[src/rtl/tempo_pkg.sv]
// Shared key codes and command encoding for the tempo controller slice.
package tempo_pkg;

  localparam logic [8:0] KEY_UP      = 9'h022;
  localparam logic [8:0] KEY_DOWN    = 9'h01A;
  localparam logic [8:0] KEY_DEFAULT = 9'h021;
  localparam logic [8:0] KEY_PAUSE   = 9'h029;

  typedef enum logic [2:0] {
    CMD_NONE,
    CMD_UP,
    CMD_DOWN,
    CMD_DEFAULT,
    CMD_PAUSE
  } key_cmd_e;

endpackage

[src/rtl/tempo_key_decoder.sv]
// Maps a keyboard press event onto a tempo command; releases and unknown codes give CMD_NONE.
module tempo_key_decoder
  import tempo_pkg::*;
(
  input  logic [511:0] i_key_down,
  input  logic [8:0]   i_last_change,
  input  logic         i_key_valid,
  output key_cmd_e     o_cmd
);

  logic w_press;

  // A strobe only counts as a press when the changed key is now held.
  assign w_press = i_key_valid && i_key_down[i_last_change];

  always_comb begin
    o_cmd = CMD_NONE;
    if (w_press) begin
      case (i_last_change)
        KEY_UP:      o_cmd = CMD_UP;
        KEY_DOWN:    o_cmd = CMD_DOWN;
        KEY_DEFAULT: o_cmd = CMD_DEFAULT;
        KEY_PAUSE:   o_cmd = CMD_PAUSE;
        default:     o_cmd = CMD_NONE;
      endcase
    end
  end

endmodule

[src/rtl/tempo_controller.sv]
// Keyboard-driven multi-level playback tempo generator (play_tick / play_clk).
// Optional pause on Space is enabled by defining TEMPO_CTRL_PAUSE_EN.
module tempo_controller
  import tempo_pkg::*;
#(
  parameter  int NUM_SPEEDS    = 4,
  parameter  int BASE_DIV_LOG2 = 22,
  parameter  int DEFAULT_SPEED = 1,
  localparam int SW            = ($clog2(NUM_SPEEDS) > 1) ? $clog2(NUM_SPEEDS) : 1
)(
  input  logic          clk,
  input  logic          rst,
  input  logic [511:0]  key_down,
  input  logic [8:0]    last_change,
  input  logic          key_valid,
  output logic [SW-1:0] speed,
  output logic          speed_changed,
  output logic          play_tick,
  output logic          play_clk,
  output logic          paused
);

  localparam logic [SW-1:0]            SPD_MAX = SW'(NUM_SPEEDS - 1);
  localparam logic [SW-1:0]            SPD_DEF = SW'(DEFAULT_SPEED);
  localparam logic [BASE_DIV_LOG2-1:0] ONES    = '1;

  key_cmd_e                 w_cmd;
  logic [SW-1:0]            r_speed;
  logic [SW-1:0]            w_speed_next;
  logic                     r_speed_changed;
  logic                     r_play_tick;
  logic                     r_play_clk;
  logic                     w_paused;
  logic [BASE_DIV_LOG2-1:0] r_cnt;
  logic [BASE_DIV_LOG2-1:0] w_mask;
  logic [BASE_DIV_LOG2-1:0] w_msb;
  logic                     w_wrap;

  tempo_key_decoder u_key_decoder (
    .i_key_down    (key_down),
    .i_last_change (last_change),
    .i_key_valid   (key_valid),
    .o_cmd         (w_cmd)
  );

  always_comb begin
    w_speed_next = r_speed;
    case (w_cmd)
      CMD_UP:      if (r_speed != SPD_MAX) w_speed_next = r_speed + SW'(1);
      CMD_DOWN:    if (r_speed != '0)      w_speed_next = r_speed - SW'(1);
      CMD_DEFAULT: w_speed_next = SPD_DEF;
      default:     w_speed_next = r_speed;
    endcase
  end

  // Low P = BASE_DIV_LOG2 - speed bits of the counter form the active period.
  assign w_mask = ONES >> r_speed;
  assign w_msb  = w_mask ^ (w_mask >> 1);
  assign w_wrap = &(r_cnt | ~w_mask);

`ifdef TEMPO_CTRL_PAUSE_EN
  logic r_paused;

  always_ff @(posedge clk or posedge rst) begin
    if (rst) begin
      r_paused <= 1'b0;
    end else if (w_cmd == CMD_PAUSE) begin
      r_paused <= ~r_paused;
    end
  end

  assign w_paused = r_paused;
`else
  assign w_paused = 1'b0;
`endif

  always_ff @(posedge clk or posedge rst) begin
    if (rst) begin
      r_speed         <= SPD_DEF;
      r_speed_changed <= 1'b0;
      r_cnt           <= '0;
      r_play_tick     <= 1'b0;
      r_play_clk      <= 1'b0;
    end else begin
      r_speed         <= w_speed_next;
      r_speed_changed <= (w_speed_next != r_speed);
      r_play_tick     <= !w_paused && w_wrap;
      // Counter is never cleared on a speed change so the tempo stays phase-continuous.
      if (!w_paused) begin
        r_cnt      <= r_cnt + 1'b1;
        r_play_clk <= |(r_cnt & w_msb);
      end
    end
  end

  assign speed         = r_speed;
  assign speed_changed = r_speed_changed;
  assign play_tick     = r_play_tick;
  assign play_clk      = r_play_clk;
  assign paused        = w_paused;

endmodule
[config.mk]
export PLATFORM = sky130hd
export DESIGN_NAME = tempo_controller
export DESIGN_NICKNAME = d
export VERILOG_FILES = /design/src/rtl/tempo_pkg.sv /design/src/rtl/tempo_key_decoder.sv /design/src/rtl/tempo_controller.sv
export SDC_FILE = /design/constraint.sdc
export NUM_CORES = 1
export LEC_CHECK = 0
export BUFFER_PORTS_ARGS = -buffer_cell sky130_fd_sc_hd__buf_2
export CAP_MARGIN = 10
export CORE_AREA = 2 2 204 206
export DETAILED_ROUTE_END_ITERATION = 6
export DIE_AREA = 0 0 206 208
export GPL_TIMING_DRIVEN = 0
export PLACE_DENSITY = 0.35
export RECOVER_POWER = 25
export SYNTH_ARGS = -nofsm -noshare
export SYNTH_HDL_FRONTEND = slang
export SYNTH_SLANG_ARGS = --single-unit
[constraint.sdc]
create_clock -name clk -period 1.75 [get_ports clk]
set_input_delay 0.4375 -clock clk [delete_from_list [all_inputs] [get_ports clk]]
set_output_delay 0.4375 -clock clk [all_outputs]
set_load 0.01 [all_outputs]
# --- Word-level counts from Yosys, hierarchy flattened ---
# Cells that the tools add are included.
classes:
  n_addsub: 3
  multipliers: 0
  div_mod_pow: 0
  order_cmp: 1
  eq_ne: 9
  shift: 1
  mux: 7
  bitwise: 4
  reduce_logical: 4
op_table:
  columns: ["op", "count"]
  rows:
  - ["== test 9 x 6 -> 1 bit, second input constant", 3]
  - ["adder 22 x 1 -> 22 bit, second input constant", 1]
  - ["AND 22 bit", 1]
  - ["inverter 22 bit", 1]
  - ["bitwise OR 22 bit", 1]
  - ["AND reduction 22 bit", 1]
  - ["OR reduction 22 bit", 1]
  - [">> shifter 22 x 2 -> 22 bit, first input constant", 1]
  - ["XOR 22 x 21 -> 22 bit", 1]
  - ["one-hot mux 3 bit (4 select lines)", 1]
  - ["< comparator 9 x 10 -> 1 bit, second input constant", 1]
  - ["binary-select mux 1 bit (select 9 bit)", 1]
  - ["== test 9 x 5 -> 1 bit, second input constant", 1]
  - ["== test 3 x 2 -> 1 bit, second input constant", 2]
  - ["one-hot mux 2 bit (3 select lines)", 1]
  - ["two-way mux 2 bit", 2]
  - ["== test 3 x 1 -> 1 bit, second input constant", 1]
  - ["two-way mux 3 bit", 1]
  - ["adder 2 x 1 -> 2 bit, second input constant", 1]
  - ["!= test 2 bit", 1]
  - ["!= test 2 bit, second input constant", 1]
  - ["nonzero test 2 bit", 1]
  - ["subtractor 2 x 1 -> 2 bit, second input constant", 1]
  - ["logical AND 1 bit", 1]
  - ["two-way mux 1 bit", 1]
totals:
  regBits: 27
  latch_bits: 0
  mem_bits_rw: 0
  mem_bits_ro: 0
  input_bits: 524
  output_inout_bits: 6
  word_cells: 34
  memories: 0

# --- Depth between registers and ports, before layout ---
# Gate-level depths: netlist of the first run.
logic_depth:
  depth_word: 7
  depth_mapped: 12

# --- Cells and area by module ---
# A second synthesis of the first run with hierarchy kept.
unflattened:
  cells_unflattened: 286
  area_unflattened_um2: 3470.8
modules_own_cells:
  columns: ["mod", "instances", "cells_each", "area_each_um2"]
  rows:
  - ["tempo_key_decoder", 1, 177, 2232.1]
  - ["tempo_controller", 1, 109, 1238.7]

# --- Worst setup path before layout of the first run ---
# No wires, ideal clock.
synth_timing:
  path_kind: "input to register"
  start: "input port last_change[0]"
  end: "register r_speed[0], in the netlist speed[0]"
  setup_time_ns: 0.089
  t_arrival_ns: 2.475
  t_required_ns: 1.661
  setup_slack_ns: -0.815
  path_stages: 11
  path_buffers: 3
  path_cell_list: "buf_6 buf_12 buf_2 mux4_2 mux2i_1 nor4_1 a31oi_1 nand4_1 a32oi_2 a21oi_1 a211oi_1"
synth_between:
  elab_chain_cells: 6
  elab_cells_between_ends: 13
  cone_classes: "eq/ne (7); mux (5); reduce/logical (1)"
synth_lines:
  columns: ["item", "line_no", "source"]
  rows:
  - ["start: declaration", "tempo_controller.sv:14", "input logic [8:0] last_change,"]
  - ["binary-select mux 1 bit (select 9 bit)", "tempo_key_decoder.sv:14", "assign w_press = i_key_valid && i_key_down[i_last_change];"]
  - ["two-way mux 1 bit (implied by the code)", "tempo_key_decoder.sv:14", null]
  - ["logical AND 1 bit", "tempo_key_decoder.sv:14", null]
  - ["two-way mux 3 bit *", "tempo_key_decoder.sv:18", "if (w_press) begin"]
  - ["== test 3 x 2 -> 1 bit / == test 3 x 1 -> 1 bit (equally long branches)", "tempo_controller.sv:48", "case (w_cmd)"]
  - ["one-hot mux 2 bit (3 select lines) *", "tempo_controller.sv:48", null]
  - ["named net w_speed_next[0]", "tempo_controller.sv:29", "logic [SW-1:0] w_speed_next;"]
  - ["end signal: assignment", "tempo_controller.sv:85", "r_speed <= w_speed_next;"]
  - ["end: declaration", "tempo_controller.sv:28", "logic [SW-1:0] r_speed;"]
# Mark *: on every way through the listed nets, which the timed path passes. The rest lies on a longest branch. The select of a mux whose other input is x is not followed.

# --- Final worst setup path of the first run ---
# Ends and elaborated chain as after synthesis.

==> results.env, run 1 <==
CLKSLEWWORSTSETUPHOLDPATHS_NS=0.07
WORST-ENDPOINT-REQUIRED_NS=1.93
H-TREE-DEPTH=1
ELEMENT_TYPE_AT_THE_CRITICAL_PATH_END='flip-flop'
OVERFLOW=0
YOSYSUNIQUECELLTYPES=51
DP.FINAL_HPWL_MM=18.5
ROUTE.LAYER.MET1.WL_MM=8.03
GP_CONGESTION=0.860
DRV_CAP=0
CRIT_SLOWEST_CELL='sky130_fd_sc_hd__mux4_2'
CLOCK-ROOT-BUFFER='sky130_fd_sc_hd__clkbuf_16'
VIA_COUNT=4141
FINALWORSTPATHREQUIREDPERIOD_NS=2.54
FP.COREAREA_MM2=0.0406
CLOCK_TREE.BUFFER_DEPTH=2
SETUP_REPAIR_AFTER_GLOBAL_ROUTING_MISSED_ITS_MARGIN='true'
DIE-AREA_MM2=0.0428
CRITICAL_PATH.STARTPOINT_TYPE='primary input'
OUTCOME='finished with violations'
AVGROUTEDWIREPERCELL_UM=18.7
GRT_ANTENNA_BEFORE_REPAIR=7
CRIT_PATH_START='last_change[0]'
SYNTH.YOSYS.WARNINGS=0
REMAINING_DRC_ERRORS=0
POST_ROUTE_CELLS_DRIVE_ABOVE_1_SHARE=0.697
POWER.DENSITY_CELL_AREA_mW_PER_MM2=368
CRITICAL-PATH-TOP-DELAY-FAMILY='multiplexers'
FINAL_MAX_SLEW_VIOL_COUNT=0
FIRST_GLOBAL_VIAS=4603
SETUP_TOTAL_NEGATIVE_SLACK_NS=-2.19
SYNTH_NETS=841
R2R_DEPTH=8
P_LEAK_nW=2.75
MET3_LENGTH_MM=1.33
SYNTH_SEQUENTIAL_AREA_RATIO=0.192
CP_SLOWEST_STAGE_DELAY_NS=0.50
TIMING.FINAL.CRIT_SHARE=1.45
EDFF_COUNT_SYNTH=0
MAX_SLEW.WORST_PIN.SLEW_NS=1.13
YS.FLOP_TYPE='sky130_fd_sc_hd__dfrtp_1'
DRT_ITER0_DRC=158
TIMING.CRITICAL_PATH.CELLS='buf_16 > buf_12 > mux4_2 > mux4_2 > o211ai_2 > nand4_1 > a32oi_2 > buf_4 > a21oi_2 > a211oi_2'
GRT_MAX_DEGREE=28
WIRELENGTH_MM=21.6
LAYOUT.CELLS.NON_FILLER=1155
NUMCLOCKSINKS=27
R2R-START='r_cnt[5]$_DFF_PP0_'
CLOCK-SKEW-FINAL_NS=0.00391
NNETSFINAL=1146
YS_TOP_CELLS_BY_COUNT='sky130_fd_sc_hd__mux4_2, sky130_fd_sc_hd__dfrtp_1, sky130_fd_sc_hd__mux2i_1, sky130_fd_sc_hd__nand2_1, sky130_fd_sc_hd__nand3_1'
TRITONCTS='yes'
FP-ROW-COUNT=74
POST-PLACE-CELLS=1118
SYNTHESIS_TO_LAYOUT_AREA_GROWTH_PCT=80.5
IR_DROP_mV=0.354
SYNTH_SEQ_CELLS=27
POSTROUTEANTENNANETS=0
MET2WIRELENGTH_MM=11.7
WORST-R2R-SETUP-SLACK_NS=0.01
HOLD_CLASS='in2async'
GROUTE.USAGE.OVERALL=0.0989
GRT_FIRST_PASS_WIRELENGTH_MM=30.5
YOSYSTOPAREACELL='sky130_fd_sc_hd__mux4_2'
REG2REG_CAPTURE_POINT='r_cnt[19]$_DFF_PP0_'
DIE_W_UM=206
POSTSYNTHCELLCOUNT=316
NETLIST.AREA_LEADER.SHARE=0.319
DATA_ARRIVAL_TIME_OF_THE_WORST_PATH_NS=2.72
WORST-PATH-MAX-FANOUT=5
WORST_CASE_SETUP_MARGIN_IN_THE_FINAL_LAYOUT_NS=-0.787
SYNTHESIS.AREA_PER_INSTANCE_UM2=11.2
CP_COMMON_CELL='sky130_fd_sc_hd__mux4_2'
CTS-BUFFERS-INSERTED=3
BUFFER_PORTS.INSERTED=270
WORST_SKEW_PAIR.LATE_LATENCY_NS=0.26
SYNTH_AREA_MM2=0.00353
WORSTSETUPPATHTYPE='in2reg'
VIAS_PER_CELL=3.59
SETUP_VIOL=3
HOLD_VIOL=0
CP.BUFFERS_INVERTERS=3
INITIAL_UTILIZATION=0.0872
IO_PINS=530
YOSYS.CELL_COUNT.TOP_TYPE='sky130_fd_sc_hd__mux4_2'
UTILIZATION=0.157
FMAXACHIEVABLE_GHz=0.394
WORST_MAX_SLEW_MARGIN_EXPRESSED_RELATIVE_TO_THE_LIMIT=0.249
FLOORPLAN.DIE.HEIGHT_UM=208
YS_ASYNC_SR_FRACTION=1.00
ROUTED.TOP_LAYER='met5'
VIOLATIONS='negative setup slack'
DRT_PRE_ANTENNA_ITERS=4
YS_TOP_CELLS_BY_AREA='sky130_fd_sc_hd__mux4_2, sky130_fd_sc_hd__dfrtp_1, sky130_fd_sc_hd__mux2i_1'
## routing by layer
layer | GRT usage | up-vias
li1 | - | 1905
met1 | 0.111 | 1994
met2 | 0.192 | 210
met3 | 0.0158 | 28
met4 | 0.0222 | 4
met5 | 0 | -
## how the worst max path moves through the flow
stage                         end  slack, ns  depth (start not counted)
4_1_cts        speed[0]$_DFF_PP1_      -0.78                         10
3_3_place_gp   speed[1]$_DFF_PP0_      -1.81                         12
2_1_floorplan  speed[0]$_DFF_PP1_      -0.70                          9
5_1_grt        speed[0]$_DFF_PP1_      -0.89                         10
3_5_place_dp   speed[1]$_DFF_PP0_      -1.81                         12
6_report       speed[0]$_DFF_PP1_      -0.79                         10
## cell type report
cell class	instances	area [um^2]
sequential	27	677
inverter	7	26.3
clock inverter	1	7.51
buffer	27	322
multi-input combinational	255	2910
clock buffer	3	75.1
timing repair buffer	300	1690
tap	532	666
antenna	3	7.51
fill	4624	34200
## layout by cell type (no fill, tap or decap), drive strengths merged, types with 5 or more instances in the layout
cell type,instances
inv,7
xnor2,14
buf,317
dfrtp,26
nor2b,7
nand3,18
nand2b,5
a21oi,11
mux4,57
nand2,22
xor2,7
mux2,8
nor4,5
nand4,8
nor3,5
nor2,12
mux2i,23
o21ai,9
a211oi,6
clkbuf,11
## report_power, final
group | internal, mW | leakage (nW) | total [mW] | switching, mW
clock | 0.311 | 0.0371 | 0.528 | 0.218
combinational | 0.675 | 2.36 | 1.19 | 0.520
sequential | 0.624 | 0.359 | 0.624 | 0.000246
## through the flow
step	hold slack, ns	worst slack (ns)	cell area (um^2)	power [mW]
floorplan	0.437	-0.705	3570	1.14
global placement	0.456	-1.81	5580	1.66
detailed placement	0.454	-1.81	5580	1.67
CTS	0.459	-0.783	6300	2.39
global route	0.105	-0.894	6370	2.49
finish	0.0836	-0.787	6380	2.35
## registers in the layout (all words and copies together) (netlist names)
signal and flops:
speed_changed 1, play_clk 1, speed 2, r_cnt 22
play_tick 1
## what timing repair did
| item | in CTS | in global routing |
|---|---|---|
| hold buffers | 0 | 0 |
| resized for setup | 89 | 16 |
| pin swaps | 18 | 8 |
| endpoints found under the setup margin | 9 | 13 |
| setup buffers | 22 | 3 |
| endpoints found under the hold margin | 0 | 0 |
| cloned | 5 | 0 |
## cells by family after synthesis
logic type | share of synthesized area
AND/OR/NAND/NOR | 0.136
flip-flops | 0.192
buffers and inverters | 0.0538
multiplexers | 0.461
XOR/XNOR | 0.0520
adder cells (fa/ha/maj) | 0.00354
other | 0.00106
AO/OA/AOI/OAI | 0.101
Note: power is estimated with default switching activity, not from simulation.
==> inputs of run 2 (changes only) <==
- PLACE_DENSITY: 0.35 -> unset
- REMOVE_ABC_BUFFERS: unset -> 1
==> results.env, run 2 (synthesis results as in run 1) <==
FINAL_MAX_SLEW_VIOL_COUNT=0  # unchanged
IR_DROP_mV=0.252  # was 0.354 mV
CP_COMMON_CELL='sky130_fd_sc_hd__buf_12'  # was sky130_fd_sc_hd__mux4_2
DIE-AREA_MM2=0.0428  # unchanged
POSTROUTEANTENNANETS=0  # unchanged
SETUP_REPAIR_AFTER_GLOBAL_ROUTING_MISSED_ITS_MARGIN='true'  # unchanged
CTS-BUFFERS-INSERTED=3  # unchanged
WORST-R2R-SETUP-SLACK_NS=-0.02  # was 0.01 ns
UTILIZATION=0.152  # was 0.157
P_LEAK_nW=2.67  # was 2.75 nW
POWER_mW=2.28  # was 2.35 mW
R2R-START='r_cnt[5]$_DFF_PP0_'  # unchanged
CLOCK-SKEW-FINAL_NS=0.00852  # was 0.00391 ns
FILLERS=4630  # was 4624
OUTCOME='finished with violations'  # unchanged
GROUTE.USAGE.OVERALL=0.0889  # was 0.0989
POST-PLACE-WS_NS=-2.37  # was -1.81 ns
FIRST_GLOBAL_VIAS=4386  # was 4603
POWER.DENSITY_CELL_AREA_mW_PER_MM2=370  # was 368 mW/mm^2
LAYOUT.CELLS.MOST_COMMON_LIST='sky130_fd_sc_hd__buf_2, sky130_fd_sc_hd__mux4_2, sky130_fd_sc_hd__dfrtp_1, sky130_fd_sc_hd__mux2i_1, sky130_fd_sc_hd__nand2_1'  # was sky130_fd_sc_hd__buf_2, sky130_fd_sc_hd__mux4_2, sky130_fd_sc_hd__buf_4, sky130_fd_sc_hd__dfrtp_1, sky130_fd_sc_hd__nand2_1
CTS-HOLD-FIX-BUFFERS=0  # unchanged
WORST_CASE_SETUP_MARGIN_IN_THE_FINAL_LAYOUT_NS=-0.867  # was -0.787 ns
HOLD_VIOL=0  # unchanged
POST_ROUTE_CELLS_DRIVE_ABOVE_1_SHARE=0.657  # was 0.697
DRV_CAP=0  # unchanged
GRT_FIRST_PASS_WIRELENGTH_MM=27.4  # was 30.5 mm
TRITONCTS='yes'  # unchanged
TIMING.FINAL.CRIT_SHARE=1.50  # was 1.45
H-TREE-DEPTH=1  # unchanged
CLOCK_TREE.BUFFER_DEPTH=2  # unchanged
BUFFER_PORTS.INSERTED=272  # was 270
MAX_SLEW.WORST_PIN.SLEW_NS=1.01  # was 1.13 ns
SYNTHESIS_TO_LAYOUT_AREA_GROWTH_PCT=74.4  # was 80.5%
REMAINING_DRC_ERRORS=0  # unchanged
CLKSLEWWORSTSETUPHOLDPATHS_NS=0.07  # about the same
LARGEST_REGISTER_FFS=22  # unchanged
REG2REG_CAPTURE_POINT='r_cnt[21]$_DFF_PP0_'  # was r_cnt[19]$_DFF_PP0_
MAX_FLOP_REGISTER='r_cnt'  # unchanged
FP-ROW-COUNT=74  # unchanged
DATA_ARRIVAL_TIME_OF_THE_WORST_PATH_NS=2.80  # was 2.72 ns
VIOLATIONS='negative setup slack'  # unchanged
DIE_W_UM=206  # unchanged
FMAXACHIEVABLE_GHz=0.382  # was 0.394 GHz
VIA_COUNT=4048  # was 4141
DRT_ITER0_DRC=227  # was 158
R2R_DEPTH=8  # unchanged
CP_SLOWEST_STAGE_DELAY_NS=0.49  # was 0.50 ns
AVGROUTEDWIREPERCELL_UM=17.4  # was 18.7 um
NNETSFINAL=1126  # was 1146
VIAS_PER_CELL=3.56  # was 3.59
GP_CONGESTION=0.790  # was 0.860
WORST_MAX_SLEW_MARGIN_EXPRESSED_RELATIVE_TO_THE_LIMIT=0.326  # was 0.249
FP.COREAREA_MM2=0.0406  # unchanged
WORST-ENDPOINT-REQUIRED_NS=1.93  # about the same
IO_PINS=530  # unchanged
WIRELENGTH_MM=19.7  # was 21.6 mm
GRT_MAX_DEGREE=44  # was 28
CRITICAL_PATH.STARTPOINT_TYPE='primary input'  # unchanged
OVERFLOW=0  # unchanged
FLOORPLAN.DIE.HEIGHT_UM=208  # unchanged
CLOCK-ROOT-BUFFER='sky130_fd_sc_hd__clkbuf_16'  # unchanged
FINALWORSTPATHREQUIREDPERIOD_NS=2.62  # was 2.54 ns
GRT_ANTENNA_BEFORE_REPAIR=6  # was 7
WORST-PATH-MAX-FANOUT=5  # unchanged
SETUP_VIOL=5  # was 3
DP.FINAL_HPWL_MM=15.2  # was 18.5 mm
INITIAL_UTILIZATION=0.0872  # unchanged
LEADING_CELL_TYPE_IN_THE_LAYOUT_FILL_AND_TAPS_EXCLUDED='sky130_fd_sc_hd__buf_2'  # unchanged
WORSTSETUPPATHTYPE='in2reg'  # unchanged
TIMING.CRITICAL_PATH.CELLS='buf_16 > buf_12 > buf_12 > buf_12 > mux4_2 > mux2i_2 > mux2_4 > a21oi_4 > a311o_1 > a32oi_4 > buf_12 > a21oi_4 > a211oi_2'  # was buf_16 > buf_12 > mux4_2 > mux4_2 > o211ai_2 > nand4_1 > a32oi_2 > buf_4 > a21oi_2 > a211oi_2
NUMCLOCKSINKS=27  # unchanged
ELEMENT_TYPE_AT_THE_CRITICAL_PATH_END='flip-flop'  # unchanged
WORST_SKEW_PAIR.LATE_LATENCY_NS=0.26  # about the same
HOLD_CLASS='in2async'  # unchanged
CRIT_SLOWEST_CELL='sky130_fd_sc_hd__mux4_2'  # unchanged
DRT_PRE_ANTENNA_ITERS=4  # unchanged
## run 2: cell types whose count changed in the layout (fill, tap and decap cells not counted), sizes merged
cell / change
clkbuf: -4
inv: -1
diode: +1
clkinvlp: +1
buf: -18
bufbuf: +2
## run 2: worst max path at each step
stage / start / to / slack (ns) / cells past startpoint
finish: last_change[0] / speed[0]$_DFF_PP1_ / -0.87 / 13
global route: last_change[0] / speed[0]$_DFF_PP1_ / -0.95 / 13
CTS: last_change[0] / speed[0]$_DFF_PP1_ / -0.92 / 11
detailed placement: last_change[0] / speed[0]$_DFF_PP1_ / -2.37 / 10
global placement: last_change[0] / speed[0]$_DFF_PP1_ / -3.09 / 9
floorplan: last_change[0] / speed[0]$_DFF_PP1_ / -0.54 / 7
## run 2: power breakdown
| group | total (mW) | internal [mW] | switching, mW |
|---|---|---|---|
| Combinational | 1.14 | 0.651 | 0.486 |
| Clock | 0.521 | 0.310 | 0.211 |
| Sequential | 0.624 | 0.624 | 0.000291 |
## run 2: through the flow
stage	instances	hold slack [ns]	TNS (ns)	area, um^2
2_1_floorplan	289	0.437	-1.65	3370
3_3_place_gp	1093	0.456	-9.86	5400
3_5_place_dp	1095	0.459	-7.65	5460
4_1_cts	1126	0.460	-2.71	6090
5_1_grt	1135	0.491	-3.35	6160
6_report	1136	0.411	-2.61	6170
## run 2: worst max-delay path, delay by kind of cell
family | cells | cell delay [ns]
mux | 3 | 0.89
compound gates | 5 | 0.88
buf+inv | 5 | 0.57
## run 2: final cells by class
cell class                 count  area, um^2  share of cell area
clock buffer                   3        75.1              0.0122
antenna                        4        10.0             0.00162
multi-input combinational    255        2800               0.455
timing repair buffer         307        1900               0.308
tap                          532         666               0.108
inverter                       7        30.0             0.00487
sequential                    27         677               0.110
clock inverter                 1        7.51             0.00122
## run 2: repair_timing
action | 4_1_cts | 5_1_grt
setup buffers | 23 | 6
setup endpoints to repair | 9 | 8
pin swaps | 12 | 4
resized for setup | 42 | 14
cloned | 4 | 0
## run 2: per-layer routing
layer	up-vias	wire, um	global-route usage	share of wire
li1	1868	-	-	-
met1	1945	8360	0.111	0.42
met2	199	9780	0.157	0.50
met3	32	964	0.0107	0.049
met4	4	603	0.0291	0.031
met5	-	26	0	0.0013
==> inputs of run 3 (changes only) <==
- ABC_CLOCK_PERIOD_IN_PS: unset -> 1750
- CELL_PAD_IN_SITES_DETAIL_PLACEMENT: unset -> 1
- CELL_PAD_IN_SITES_GLOBAL_PLACEMENT: unset -> 2
- CORE_AREA: 2 2 204 206 -> 2 2 208 210
- DIE_AREA: 0 0 206 208 -> 0 0 210 212
- PLACE_DENSITY_LB_ADDON: unset -> 0.1
==> results.env, run 3 (synthesis results as in run 1) <==
POWER_mW=2.32  # was 2.28 mW
POST_ROUTE_CELLS_DRIVE_ABOVE_1_SHARE=0.679  # was 0.657
HOLD_WS_NS=0.180  # was 0.411 ns
FLOORPLAN.DIE.HEIGHT_UM=212  # was 208 um
OVERFLOW=0  # unchanged
SETUP_VIOL=5  # unchanged
CLKSLEWWORSTSETUPHOLDPATHS_NS=0.07  # about the same
ELEMENT_TYPE_AT_THE_CRITICAL_PATH_END='flip-flop'  # unchanged
POSTROUTEANTENNANETS=0  # unchanged
R2R_DEPTH=4  # was 8
FMAXACHIEVABLE_GHz=0.415  # was 0.382 GHz
WORST_SKEW_PAIR.LATE_LATENCY_NS=0.26  # about the same
FP-ROW-COUNT=76  # was 74
INITIAL_UTILIZATION=0.0832  # was 0.0872
DRV_CAP=0  # unchanged
LAYOUT.CELLS.NON_FILLER=1157  # was 1136
REG2REG_CAPTURE_POINT='speed[0]$_DFF_PP1_'  # was r_cnt[21]$_DFF_PP0_
WORSTSETUPPATHTYPE='in2reg'  # unchanged
SYNTHESIS_TO_LAYOUT_AREA_GROWTH_PCT=78.4  # was 74.4%
TIMING.FINAL.CRIT_SHARE=1.38  # was 1.50
VIA_COUNT=4131  # was 4048
LAYOUT.CELLS.MOST_COMMON_LIST='sky130_fd_sc_hd__buf_2, sky130_fd_sc_hd__mux4_2, sky130_fd_sc_hd__buf_4, sky130_fd_sc_hd__dfrtp_1, sky130_fd_sc_hd__nand2_1'  # was sky130_fd_sc_hd__buf_2, sky130_fd_sc_hd__mux4_2, sky130_fd_sc_hd__dfrtp_1, sky130_fd_sc_hd__mux2i_1, sky130_fd_sc_hd__nand2_1
FINALWORSTPATHREQUIREDPERIOD_NS=2.41  # was 2.62 ns
DATA_ARRIVAL_TIME_OF_THE_WORST_PATH_NS=2.56  # was 2.80 ns
GP_CONGESTION=0.723  # was 0.790
LEADING_CELL_TYPE_IN_THE_LAYOUT_FILL_AND_TAPS_EXCLUDED='sky130_fd_sc_hd__buf_2'  # unchanged
WORST-PATH-MAX-FANOUT=13  # was 5
IR_DROP_mV=0.298  # was 0.252 mV
WORST-ENDPOINT-REQUIRED_NS=1.90  # was 1.93 ns
GRT_MAX_DEGREE=44  # unchanged
GRT_FIRST_PASS_WIRELENGTH_MM=33.7  # was 27.4 mm
WIRELENGTH_MM=23.9  # was 19.7 mm
R2R-START='speed[0]$_DFF_PP1_'  # was r_cnt[5]$_DFF_PP0_
LARGEST_REGISTER_FFS=22  # unchanged
DIE-AREA_MM2=0.0445  # was 0.0428 mm^2
FINAL_MAX_SLEW_VIOL_COUNT=0  # unchanged
CLOCK_TREE.BUFFER_DEPTH=2  # unchanged
WORST-R2R-SETUP-SLACK_NS=-0.06  # was -0.02 ns
GROUTE.USAGE.OVERALL=0.105  # was 0.0889
CTS-BUFFERS-INSERTED=3  # unchanged
H-TREE-DEPTH=1  # unchanged
SETUP_TOTAL_NEGATIVE_SLACK_NS=-1.92  # was -2.61 ns
POST-PLACE-CELLS=1109  # was 1095
BUFFER_PORTS.INSERTED=272  # unchanged
CLOCK-ROOT-BUFFER='sky130_fd_sc_hd__clkbuf_16'  # unchanged
POWER.DENSITY_CELL_AREA_mW_PER_MM2=368  # was 370 mW/mm^2
WORST_MAX_SLEW_MARGIN_EXPRESSED_RELATIVE_TO_THE_LIMIT=0.389  # was 0.326
DP.FINAL_HPWL_MM=18.4  # was 15.2 mm
GRT_ANTENNA_BEFORE_REPAIR=15  # was 6
CLOCK-SKEW-FINAL_NS=0.00291  # was 0.00852 ns
MAX_SLEW.WORST_PIN.SLEW_NS=0.916  # was 1.01 ns
P_LEAK_nW=2.71  # was 2.67 nW
VIAS_PER_CELL=3.57  # was 3.56
HOLD_CLASS='in2async'  # unchanged
REMAINING_DRC_ERRORS=0  # unchanged
TRITONCTS='yes'  # unchanged
HOLD_VIOL=0  # unchanged
CRITICAL_PATH.STARTPOINT_TYPE='primary input'  # unchanged
NUMCLOCKSINKS=27  # unchanged
DRT_PRE_ANTENNA_ITERS=4  # unchanged
DIE_W_UM=210  # was 206 um
SETUP_REPAIR_AFTER_GLOBAL_ROUTING_MISSED_ITS_MARGIN='true'  # unchanged
AVGROUTEDWIREPERCELL_UM=20.7  # was 17.4 um
MAX_FLOP_REGISTER='r_cnt'  # unchanged
OUTCOME='finished with violations'  # unchanged
VIOLATIONS='negative setup slack'  # unchanged
WORST_CASE_SETUP_MARGIN_IN_THE_FINAL_LAYOUT_NS=-0.660  # was -0.867 ns
FP.COREAREA_MM2=0.0425  # was 0.0406 mm^2
DRT_ITER0_DRC=102  # was 227
POST-PLACE-WS_NS=-1.74  # was -2.37 ns
NNETSFINAL=1134  # was 1126
FIRST_GLOBAL_VIAS=4750  # was 4386
IO_PINS=530  # unchanged
[run 3: cell types whose count changed in the layout (fill, tap and decap cells not counted), sizes merged]
cell and change:
clkbuf -3, bufbuf -1, diode -1, clkinv +1
clkinvlp -1, buf +12
[run 3: layer usage]
layer  vias up  part of all wire  track usage
met5         -            0.0045            0
met4        16            0.0046      0.00587
met3        26             0.085       0.0369
met2       190              0.51        0.194
met1      2021              0.40        0.123
li1       1878                 -            -
[run 3: worst max-delay path by stage]
stage,from,to
global placement,last_change[0],speed[0]$_DFF_PP1_
floorplan,last_change[0],speed[0]$_DFF_PP1_
CTS,last_change[0],speed[1]$_DFF_PP0_
finish,last_change[1],speed[1]$_DFF_PP0_
global route,last_change[1],speed[1]$_DFF_PP0_
detailed placement,last_change[3],speed[1]$_DFF_PP0_
[run 3: cell type report]
cell class / instances / area (um^2)
antenna: 3 / 7.51
clock buffer: 3 / 75.1
clock inverter: 1 / 5.00
fill: 4959 / 36200
inverter: 7 / 30.0
multi-input combinational: 255 / 2820
sequential: 27 / 677
tap: 546 / 683
timing repair buffer: 315 / 2000
[run 3: repair_timing]
item / CTS / global route
gates resized for setup: 53 / 13
cloned: 9 / 0
pin swaps: 14 / 6
endpoints found under the setup margin: 9 / 8
endpoints found under the hold margin: 0 / 0
buffers inserted: 23 / 9
hold buffers: 0 / 0
[run 3: report_power, final]
part           internal [mW]  switching (mW)
logic                  0.667           0.491
registers              0.624        0.000374
clock network          0.309           0.232
total                   1.60           0.723
[run 3: critical path, stage by stage]
cell and delay, ns:
sky130_fd_sc_hd__buf_16 0.13, sky130_fd_sc_hd__buf_12 0.15, sky130_fd_sc_hd__buf_12 0.12, sky130_fd_sc_hd__buf_16 0.15, sky130_fd_sc_hd__mux4_2 0.31, sky130_fd_sc_hd__mux2i_2 0.20
sky130_fd_sc_hd__o211ai_1 0.13, sky130_fd_sc_hd__a311o_1 0.36, sky130_fd_sc_hd__a32oi_2 0.32, sky130_fd_sc_hd__buf_4 0.18, sky130_fd_sc_hd__a211oi_2 0.06
[run 3: stage by stage]
stage	area, um^2	utilization
3_3_place_gp	5420	0.127
3_5_place_dp	5480	0.129
6_report	6310	0.148
2_1_floorplan	3370	-
4_1_cts	6210	0.146
5_1_grt	6300	0.148
